===== src/rtl/loader_pkg.sv =====
// Shared state encoding and memory-map constants for the point-cloud BRAM loader.
package loader_pkg;

  typedef enum logic [2:0] {
    IDLE  = 3'd0,
    LOAD  = 3'd1,
    FLUSH = 3'd2,
    HDR   = 3'd3,
    START = 3'd4,
    WAIT  = 3'd5,
    DONE  = 3'd6
  } loader_state_t;

  localparam logic [31:0] HDR_WORD       = 32'd0;
  localparam logic [31:0] DATA_BASE_WORD = 32'd2;
  localparam logic [31:0] DONE_MARKER    = 32'h0000_0FFF;
  localparam logic [31:0] START_FLAG     = 32'h0000_0001;

  function automatic logic [31:0] word_addr(input logic [31:0] word, input int unsigned shift);
    return word << shift;
  endfunction

endpackage


===== src/rtl/point_cloud_loader_lane_packer.sv =====
// Pairs consecutive N-bit samples of x/y/z/i into BUS_SIZE-bit words; lane 0 sits in the low half.
module lane_packer
  import loader_pkg::*;
#(
  parameter int N        = 16,
  parameter int BUS_SIZE = 32
) (
  input  logic                clock,
  input  logic                reset,
  input  logic                clear,
  input  logic                push,
  input  logic                flush,
  input  logic [N-1:0]        in_x,
  input  logic [N-1:0]        in_y,
  input  logic [N-1:0]        in_z,
  input  logic [N-1:0]        in_i,
  output logic                word_valid,
  output logic [31:0]         word_index,
  output logic                needs_flush,
  output logic [BUS_SIZE-1:0] word_x,
  output logic [BUS_SIZE-1:0] word_y,
  output logic [BUS_SIZE-1:0] word_z,
  output logic [BUS_SIZE-1:0] word_i
);

  logic [N-1:0] held_x, held_y, held_z, held_i;
  logic         lane;
  logic [31:0]  words;

  always_ff @(posedge clock or posedge reset) begin
    if (reset) begin
      held_x <= '0;
      held_y <= '0;
      held_z <= '0;
      held_i <= '0;
      lane   <= 1'b0;
      words  <= '0;
    end else if (clear) begin
      held_x <= '0;
      held_y <= '0;
      held_z <= '0;
      held_i <= '0;
      lane   <= 1'b0;
      words  <= '0;
    end else if (push) begin
      if (!lane) begin
        held_x <= in_x;
        held_y <= in_y;
        held_z <= in_z;
        held_i <= in_i;
        lane   <= 1'b1;
      end else begin
        lane  <= 1'b0;
        words <= words + 32'd1;
      end
    end else if (flush && lane) begin
      lane  <= 1'b0;
      words <= words + 32'd1;
    end
  end

  // A flush emits the held lane-0 samples with the upper lane zero-padded.
  assign word_valid  = (push || flush) && lane;
  assign word_index  = words;
  assign needs_flush = lane;
  assign word_x = flush ? {{(BUS_SIZE-N){1'b0}}, held_x} : {in_x, held_x};
  assign word_y = flush ? {{(BUS_SIZE-N){1'b0}}, held_y} : {in_y, held_y};
  assign word_z = flush ? {{(BUS_SIZE-N){1'b0}}, held_z} : {in_z, held_z};
  assign word_i = flush ? {{(BUS_SIZE-N){1'b0}}, held_i} : {in_i, held_i};

endmodule


===== src/rtl/point_cloud_loader.sv =====
// Host-side writer for the x/y/z/i point-cloud BRAMs: packs points, writes header, starts and polls the engine.
// Optional watchdog in WAIT enabled by defining LOADER_TIMEOUT_EN.
module point_cloud_loader
  import loader_pkg::*;
#(
  parameter int N              = 16,
  parameter int BUS_SIZE       = 32,
  parameter int BRAM_SHIFT     = 2,
  parameter int MAX_POINTS     = 4096,
  parameter int TIMEOUT_CYCLES = 2**24
) (
  input  logic                clock,
  input  logic                reset,
  input  logic                start,
  input  logic [7:0]          filter_sel,
  input  logic                in_valid,
  output logic                in_ready,
  input  logic [N-1:0]        in_x,
  input  logic [N-1:0]        in_y,
  input  logic [N-1:0]        in_z,
  input  logic [N-1:0]        in_i,
  input  logic                in_last,
  output logic                busy,
  output logic                done,
  output logic                overflow,
  output logic [31:0]         point_count,
  output logic                timeout_err,
  output logic [31:0]         addr_x,
  output logic [31:0]         addr_y,
  output logic [31:0]         addr_z,
  output logic [31:0]         addr_i,
  output logic [BUS_SIZE-1:0] write_in_x,
  output logic [BUS_SIZE-1:0] write_in_y,
  output logic [BUS_SIZE-1:0] write_in_z,
  output logic [BUS_SIZE-1:0] write_in_i,
  input  logic [BUS_SIZE-1:0] read_out_x,
  input  logic [BUS_SIZE-1:0] read_out_y,
  input  logic [BUS_SIZE-1:0] read_out_z,
  input  logic [BUS_SIZE-1:0] read_out_i,
  output logic                en_x,
  output logic                en_y,
  output logic                en_z,
  output logic                en_i,
  output logic                rst_x,
  output logic                rst_y,
  output logic                rst_z,
  output logic                rst_i,
  output logic [3:0]          we_x,
  output logic [3:0]          we_y,
  output logic [3:0]          we_z,
  output logic [3:0]          we_i
);

  if (BUS_SIZE != 2 * N) begin : g_bus_width_check
    $error("point_cloud_loader: BUS_SIZE must equal 2*N");
  end
  if (TIMEOUT_CYCLES < 1) begin : g_timeout_check
    $error("point_cloud_loader: TIMEOUT_CYCLES must be positive");
  end

  loader_state_t state, next_state;
  logic [7:0]    filter_q;
  logic          wait_armed;
  logic          accept, store, marker_seen, timed_out;
  logic [31:0]   count_next;

  logic                pk_valid, pk_pending;
  logic [31:0]         pk_index;
  logic [BUS_SIZE-1:0] pk_x, pk_y, pk_z, pk_i;

  logic unused_read_ports;
  assign unused_read_ports = ^{read_out_x, read_out_y, read_out_i, pk_pending};

  assign accept      = (state == LOAD) && in_valid;
  assign store       = accept && (point_count < 32'(MAX_POINTS));
  assign count_next  = point_count + {31'b0, store};
  assign marker_seen = (state == WAIT) && wait_armed && (read_out_z == DONE_MARKER);

  assign rst_x = 1'b0;
  assign rst_y = 1'b0;
  assign rst_z = 1'b0;
  assign rst_i = 1'b0;

  lane_packer #(.N(N), .BUS_SIZE(BUS_SIZE)) u_packer (
    .clock       (clock),
    .reset       (reset),
    .clear       ((state == IDLE) && start),
    .push        (store),
    .flush       (state == FLUSH),
    .in_x        (in_x),
    .in_y        (in_y),
    .in_z        (in_z),
    .in_i        (in_i),
    .word_valid  (pk_valid),
    .word_index  (pk_index),
    .needs_flush (pk_pending),
    .word_x      (pk_x),
    .word_y      (pk_y),
    .word_z      (pk_z),
    .word_i      (pk_i)
  );

`ifdef LOADER_TIMEOUT_EN
  logic [31:0] wait_cnt;
  logic        timeout_q;
  assign timed_out   = (state == WAIT) && (wait_cnt == 32'(TIMEOUT_CYCLES - 1));
  assign timeout_err = timeout_q;

  always_ff @(posedge clock or posedge reset) begin
    if (reset) begin
      wait_cnt  <= '0;
      timeout_q <= 1'b0;
    end else begin
      wait_cnt <= (state == WAIT) ? wait_cnt + 32'd1 : 32'd0;
      if ((state == IDLE) && start) timeout_q <= 1'b0;
      else if (timed_out && !marker_seen) timeout_q <= 1'b1;
    end
  end
`else
  assign timed_out   = 1'b0;
  assign timeout_err = 1'b0;
`endif

  // An odd stored count leaves a half-filled word that FLUSH must write out.
  always_comb begin
    next_state = state;
    unique case (state)
      IDLE:    if (start) next_state = LOAD;
      LOAD:    if (accept && in_last) next_state = count_next[0] ? FLUSH : HDR;
      FLUSH:   next_state = HDR;
      HDR:     next_state = START;
      START:   next_state = WAIT;
      WAIT:    if (marker_seen) next_state = DONE;
               else if (timed_out) next_state = IDLE;
      DONE:    next_state = IDLE;
      default: next_state = IDLE;
    endcase
  end

  // Port actions decided by the current state appear on the BRAM pins one cycle later.
  always_ff @(posedge clock or posedge reset) begin
    if (reset) begin
      state       <= IDLE;
      filter_q    <= '0;
      wait_armed  <= 1'b0;
      point_count <= '0;
      overflow    <= 1'b0;
      busy        <= 1'b0;
      in_ready    <= 1'b0;
      done        <= 1'b0;
      {addr_x, addr_y, addr_z, addr_i} <= '0;
      {write_in_x, write_in_y, write_in_z, write_in_i} <= '0;
      {en_x, en_y, en_z, en_i} <= '0;
      {we_x, we_y, we_z, we_i} <= '0;
    end else begin
      state      <= next_state;
      busy       <= (next_state != IDLE);
      in_ready   <= (next_state == LOAD);
      done       <= (next_state == DONE);
      wait_armed <= (state == WAIT);
      {en_x, en_y, en_z, en_i} <= '0;
      {we_x, we_y, we_z, we_i} <= '0;

      if (((state == LOAD) || (state == FLUSH)) && pk_valid) begin
        addr_x <= word_addr(DATA_BASE_WORD + pk_index, BRAM_SHIFT);
        addr_y <= word_addr(DATA_BASE_WORD + pk_index, BRAM_SHIFT);
        addr_z <= word_addr(DATA_BASE_WORD + pk_index, BRAM_SHIFT);
        addr_i <= word_addr(DATA_BASE_WORD + pk_index, BRAM_SHIFT);
        write_in_x <= pk_x;
        write_in_y <= pk_y;
        write_in_z <= pk_z;
        write_in_i <= pk_i;
        {en_x, en_y, en_z, en_i} <= 4'hF;
        {we_x, we_y, we_z, we_i} <= 16'hFFFF;
      end

      case (state)
        IDLE: if (start) begin
          filter_q    <= filter_sel;
          point_count <= '0;
          overflow    <= 1'b0;
        end
        LOAD: begin
          if (store) point_count <= count_next;
          if (accept && !store) overflow <= 1'b1;
        end
        HDR: begin
          addr_x     <= word_addr(HDR_WORD, BRAM_SHIFT);
          addr_i     <= word_addr(HDR_WORD, BRAM_SHIFT);
          addr_z     <= word_addr(HDR_WORD, BRAM_SHIFT);
          write_in_x <= point_count;
          write_in_i <= {24'b0, filter_q};
          write_in_z <= '0;
          {en_x, en_i, en_z} <= 3'b111;
          we_x <= 4'hF;
          we_i <= 4'hF;
          we_z <= 4'hF;
        end
        START: begin
          // The z read is launched here so read data is valid from the second WAIT cycle.
          addr_y     <= word_addr(HDR_WORD, BRAM_SHIFT);
          write_in_y <= START_FLAG;
          en_y       <= 1'b1;
          we_y       <= 4'hF;
          addr_z     <= word_addr(HDR_WORD, BRAM_SHIFT);
          en_z       <= 1'b1;
        end
        WAIT: begin
          addr_z <= word_addr(HDR_WORD, BRAM_SHIFT);
          en_z   <= 1'b1;
          if (timed_out && !marker_seen) begin
            addr_y     <= word_addr(HDR_WORD, BRAM_SHIFT);
            write_in_y <= '0;
            en_y       <= 1'b1;
            we_y       <= 4'hF;
          end
        end
        default: ;
      endcase
    end
  end

endmodule


===== config.mk =====
export PLATFORM = sky130hd
export DESIGN_NAME = point_cloud_loader
export DESIGN_NICKNAME = d
export VERILOG_FILES = /design/src/rtl/loader_pkg.sv /design/src/rtl/point_cloud_loader_lane_packer.sv /design/src/rtl/point_cloud_loader.sv
export SDC_FILE = /design/constraint.sdc
export NUM_CORES = 1
export LEC_CHECK = 0
export ABC_AREA = 1
export BUFFER_PORTS_ARGS = -buffer_cell sky130_fd_sc_hd__clkbuf_2
export CAP_MARGIN = 20
export CORE_AREA = 2 2 205 207
export DETAILED_ROUTE_END_ITERATION = 8
export DIE_AREA = 0 0 207 209
export GPL_ROUTABILITY_DRIVEN = 0
export PLACE_DENSITY = 0.68
export SYNTH_ARGS = -nofsm -noshare
export SYNTH_HDL_FRONTEND = slang
export SYNTH_SLANG_ARGS = --single-unit
export TNS_END_PERCENT = 100

===== constraint.sdc =====
create_clock -name clock -period 14.28 [get_ports clock]
set_clock_uncertainty 0.05 [all_clocks]
set_input_delay 2.856 -clock clock [delete_from_list [all_inputs] [get_ports clock]]
set_output_delay 2.856 -clock clock [all_outputs]
set_load 0.05 [all_outputs]

==> summary.md <==
| Metric | Value |
|---|---|
| Outcome | `finished, final reports clean` |
| Leak pwr | `11.6 nW` |
| Synth Flop Type | `dfrtp_1` |
| Setup Viol. Count Final | `0` |
| Clock Power Share | `47.8%` |
| Die Span X | `207 um` |
| Max Fanout on Critical Path | `67` |
| Layout area overhead | `20.1%` |
| Post-synth EDFFs | `0` |
| DRT Wirelength | `51100 um` |
| Fin Setup TNS | `0 ns` |
| Clk slew on worst S/H paths | `0.06 ns` |
| Vias | `14931` |
| Fmax | `0.177 GHz` |
| Final worst path period share | `39.5%` |
| Clock Latency Late Sink | `0.56 ns` |
| Netlist cell types | `34` |
| All-Layer GR Usage | `23.5%` |
| DP Worst Slack | `8.03 ns` |
| Bufs on Longest Clock Path | `3` |
| Die ar. | `43300 um^2` |
| Synth Register Bits | `364` |
| IO Port Bufs | `412` |
| Top cell type's share of synthesized area | `54.6%` |
| CP max-delay cell | `nand2_4` |
| Antenna-violating nets left | `0` |
| Register area share after synthesis | `54.6%` |
| Post-synthesis cell area | `16700 um^2` |
| Fin. Hold Viols | `0` |
| Syn Area/Cell | `8.23 um^2` |
| RSZ-0062 raised after global routing | `false` |
| Largest area contributor in the netlist | `dfrtp_1` |
| Fin Hold WS | `0.416 ns` |
| Layout Utilization | `48.6%` |
| Post-synth ARST share | `100%` |
| Tmin final | `5.64 ns` |
| Startpoint types | `input pin` |
| WL per Instance | `17.6 um` |
| FF/Latch Area | `9110 um^2` |
| Worst setup margin | `8.64 ns` |
| Count of final max-slew check failures | `0` |
| Clock Tree Root | `clkbuf_16` |
| # IOs | `522` |
| Post-Syn Instances | `2029` |
| Post-Place Cells | `2825` |
| Net switching power | `0.544 mW` |
| Most used cells in the layout excluding fill and tap cells | `690 x nand2_1, 412 x clkbuf_2, 363 x dfrtp_1, 337 x nand3_1, 135 x nor2_1` |
| Hold crit path type | `register to register` |
| First-pass GRT wire length | `81700 um` |
| Slew headroom | `28.8%` |
| Non-Filler Instances | `2901` |
| Most common cell after layout, fill and taps aside | `nand2_1` |
| Initial antenna violation count | `1` |
| Core ar. | `41300 um^2` |
| Initial DRC Count | `1173` |
| Pre-Repair DR Iteration Count | `5` |
| Sw Share | `24.2%` |
| Global route total overflow | `0` |
| Setup crit end kind | `register` |
| Ranking of synthesized cells by area | `dfrtp_1 55%, nand2_1 16%, nand3_1 10%` |
| Fraction of layout instances using a drive strength above 1 | `22.0%` |
| Worst slew pin tran | `1.07 ns` |
| Yosys warns | `0` |
| Vias in the first global route | `14948` |
| Gate power share | `5.8%` |
| CTS Buf Count | `40` |
| Worst EP arrival | `6.06 ns` |
| CTS sink cnt | `364` |
| Critical Path Max Stage Delay | `0.80 ns` |
| Crit path cell chain | `clkbuf_2, inv_1, nor2_4, nand4_2, clkinv_2, nand2_4, buf_4, nand2_1, o21ai_0` |
| CTS tree | `built` |
| CTS H-tree lvls | `2` |
| Setup bufs post-CTS | `0` |
| Largest net degree at the start of global routing | `170` |
| Dpl hpwl | `33700 um` |
| Initial cell density of the core | `40.4%` |
| CP bufs+invs | `4` |
| Hold-fix buffers at CTS | `0` |
| Multi-input logic area | `6220 um^2` |
| Internal power | `1.70 mW` |
| Worst IR drop on VDD | `0.0612 mV` |
| Worst Path Class, Setup | `input pin to register` |
| Fill count | `3984` |
| CTS resizes | `0` |
| Die Span Y | `209 um` |
| Max-cap violations | `0` |
| Row cnt | `75` |
| DR DRC count | `0` |
| Reg power frac | `46.4%` |
| PwrDens | `112 nW/um^2` |
| CP required | `14.70 ns` |
| Nets | `2539` |
| Largest delay share family, worst path | `buffers and inverters` |
| DR vias/cell | `5.15` |
-- cell families (layout without fill, tap and decap cells) --
kind of cell             after synthesis  in the layout  synth area share [%]
AND/OR/NAND/NOR                     1245           1245                  31.8
flip-flops                           364            364                  54.6
buffers and inverters                294            613                  8.69
AO/OA/AOI/OAI                         86             86                  2.74
XOR/XNOR                              35             35                  1.84
adder cells (fa/ha/maj)                4              4                 0.300
other                                  1             15                0.0225
-- worst reg2reg max path, cell delays in order, from the launching register on --
cell      delay [ns]
dfrtp_1         0.44
inv_2           0.11
nand3_4         0.17
nor2_4          0.06
nand4_2         0.23
clkinv_2        0.74
nand2_4         0.81
buf_4           0.73
nand2_1         0.26
o21ai_0         0.21
-- per-layer routing --
layer | wire, um | global-route usage, % | up-vias | part of all wire (%)
met2 | 24800 | 39.0 | 561 | 49
li1 | - | - | 7054 | -
met3 | 3300 | 4.84 | 107 | 6.5
met4 | 1700 | 9.31 | 0 | 3.3
met1 | 21300 | 30.1 | 7209 | 42
met5 | 0 | 0 | - | 0
-- final timing paths --
path / slack, ns / endpoint / depth (start not counted) / startpoint
min: 0.42 / write_in_z[14]$_DFFE_PP0P_ / 2 / u_packer.held_z[14]$_DFFE_PP0P_
min reg2reg: 0.42 / write_in_z[14]$_DFFE_PP0P_ / 2 / u_packer.held_z[14]$_DFFE_PP0P_
max in group asynchronous: 10.22 / write_in_x[23]$_DFFE_PP0P_ / 3 / reset
max reg2reg: 10.41 / u_packer.held_y[0]$_DFFE_PP0P_ / 9 / state[2]$_DFF_PP0_
max: 8.64 / u_packer.held_y[0]$_DFFE_PP0P_ / 9 / in_valid
min in group asynchronous: 2.43 / write_in_x[24]$_DFFE_PP0P_ / 2 / reset
-- power groups by stage --
stage                     clock, mW  sequential, mW  combinational, mW
after floorplan                   0            1.07             0.0757
after global placement            0            1.06              0.131
after detailed placement          0            1.06              0.133
after CTS                      1.09            1.04              0.133
after global routing           1.13            1.04              0.144
final                          1.07            1.04              0.131
-- metrics by stage --
stage,area [um^2],power [mW]
after detailed placement,18600,1.19
after floorplan,16700,1.14
after CTS,20000,2.27
after global routing,20100,2.32
final,20100,2.24
after global placement,18600,1.19
-- synthesized netlist by cell type (2+ instances only) --
master and number:
buf_6 8, o21ai_0 61, clkbuf_1 54, buf_2 45
nor3_1 7, nand4_1 58, nand3_1 338, inv_2 8
nand3b_1 3, o22ai_1 15, nand2_1 692, ha_1 4
o21bai_1 3, nand2_2 2, xnor2_1 6, buf_4 61
buf_1 12, nor2_4 2, dfrtp_1 364, a21oi_1 6
xor2_1 29, inv_1 104, nor2_1 136
-- flip-flops by register name, indices dropped and copies added, names as in the netlist, 30 cells and up --
name / flops
addr_i: 30
addr_y: 30
addr_z: 30
point_count: 32
u_packer.word_index: 30
write_in_i: 32
write_in_x: 32
write_in_y: 32
write_in_z: 32
-- cell type report --
class                           instances  area share, %
Multi-Input combinational cell       1383           31.0
Timing Repair Buffer                  428           11.1
Clock buffer                           59           6.14
Sequential cell                       364           45.4
Antenna cell                            2         0.0250
Tap cell                              539           3.36
Inverter                              113           2.18
Clock inverter                         13          0.724
(Power assumes the default switching activity.)
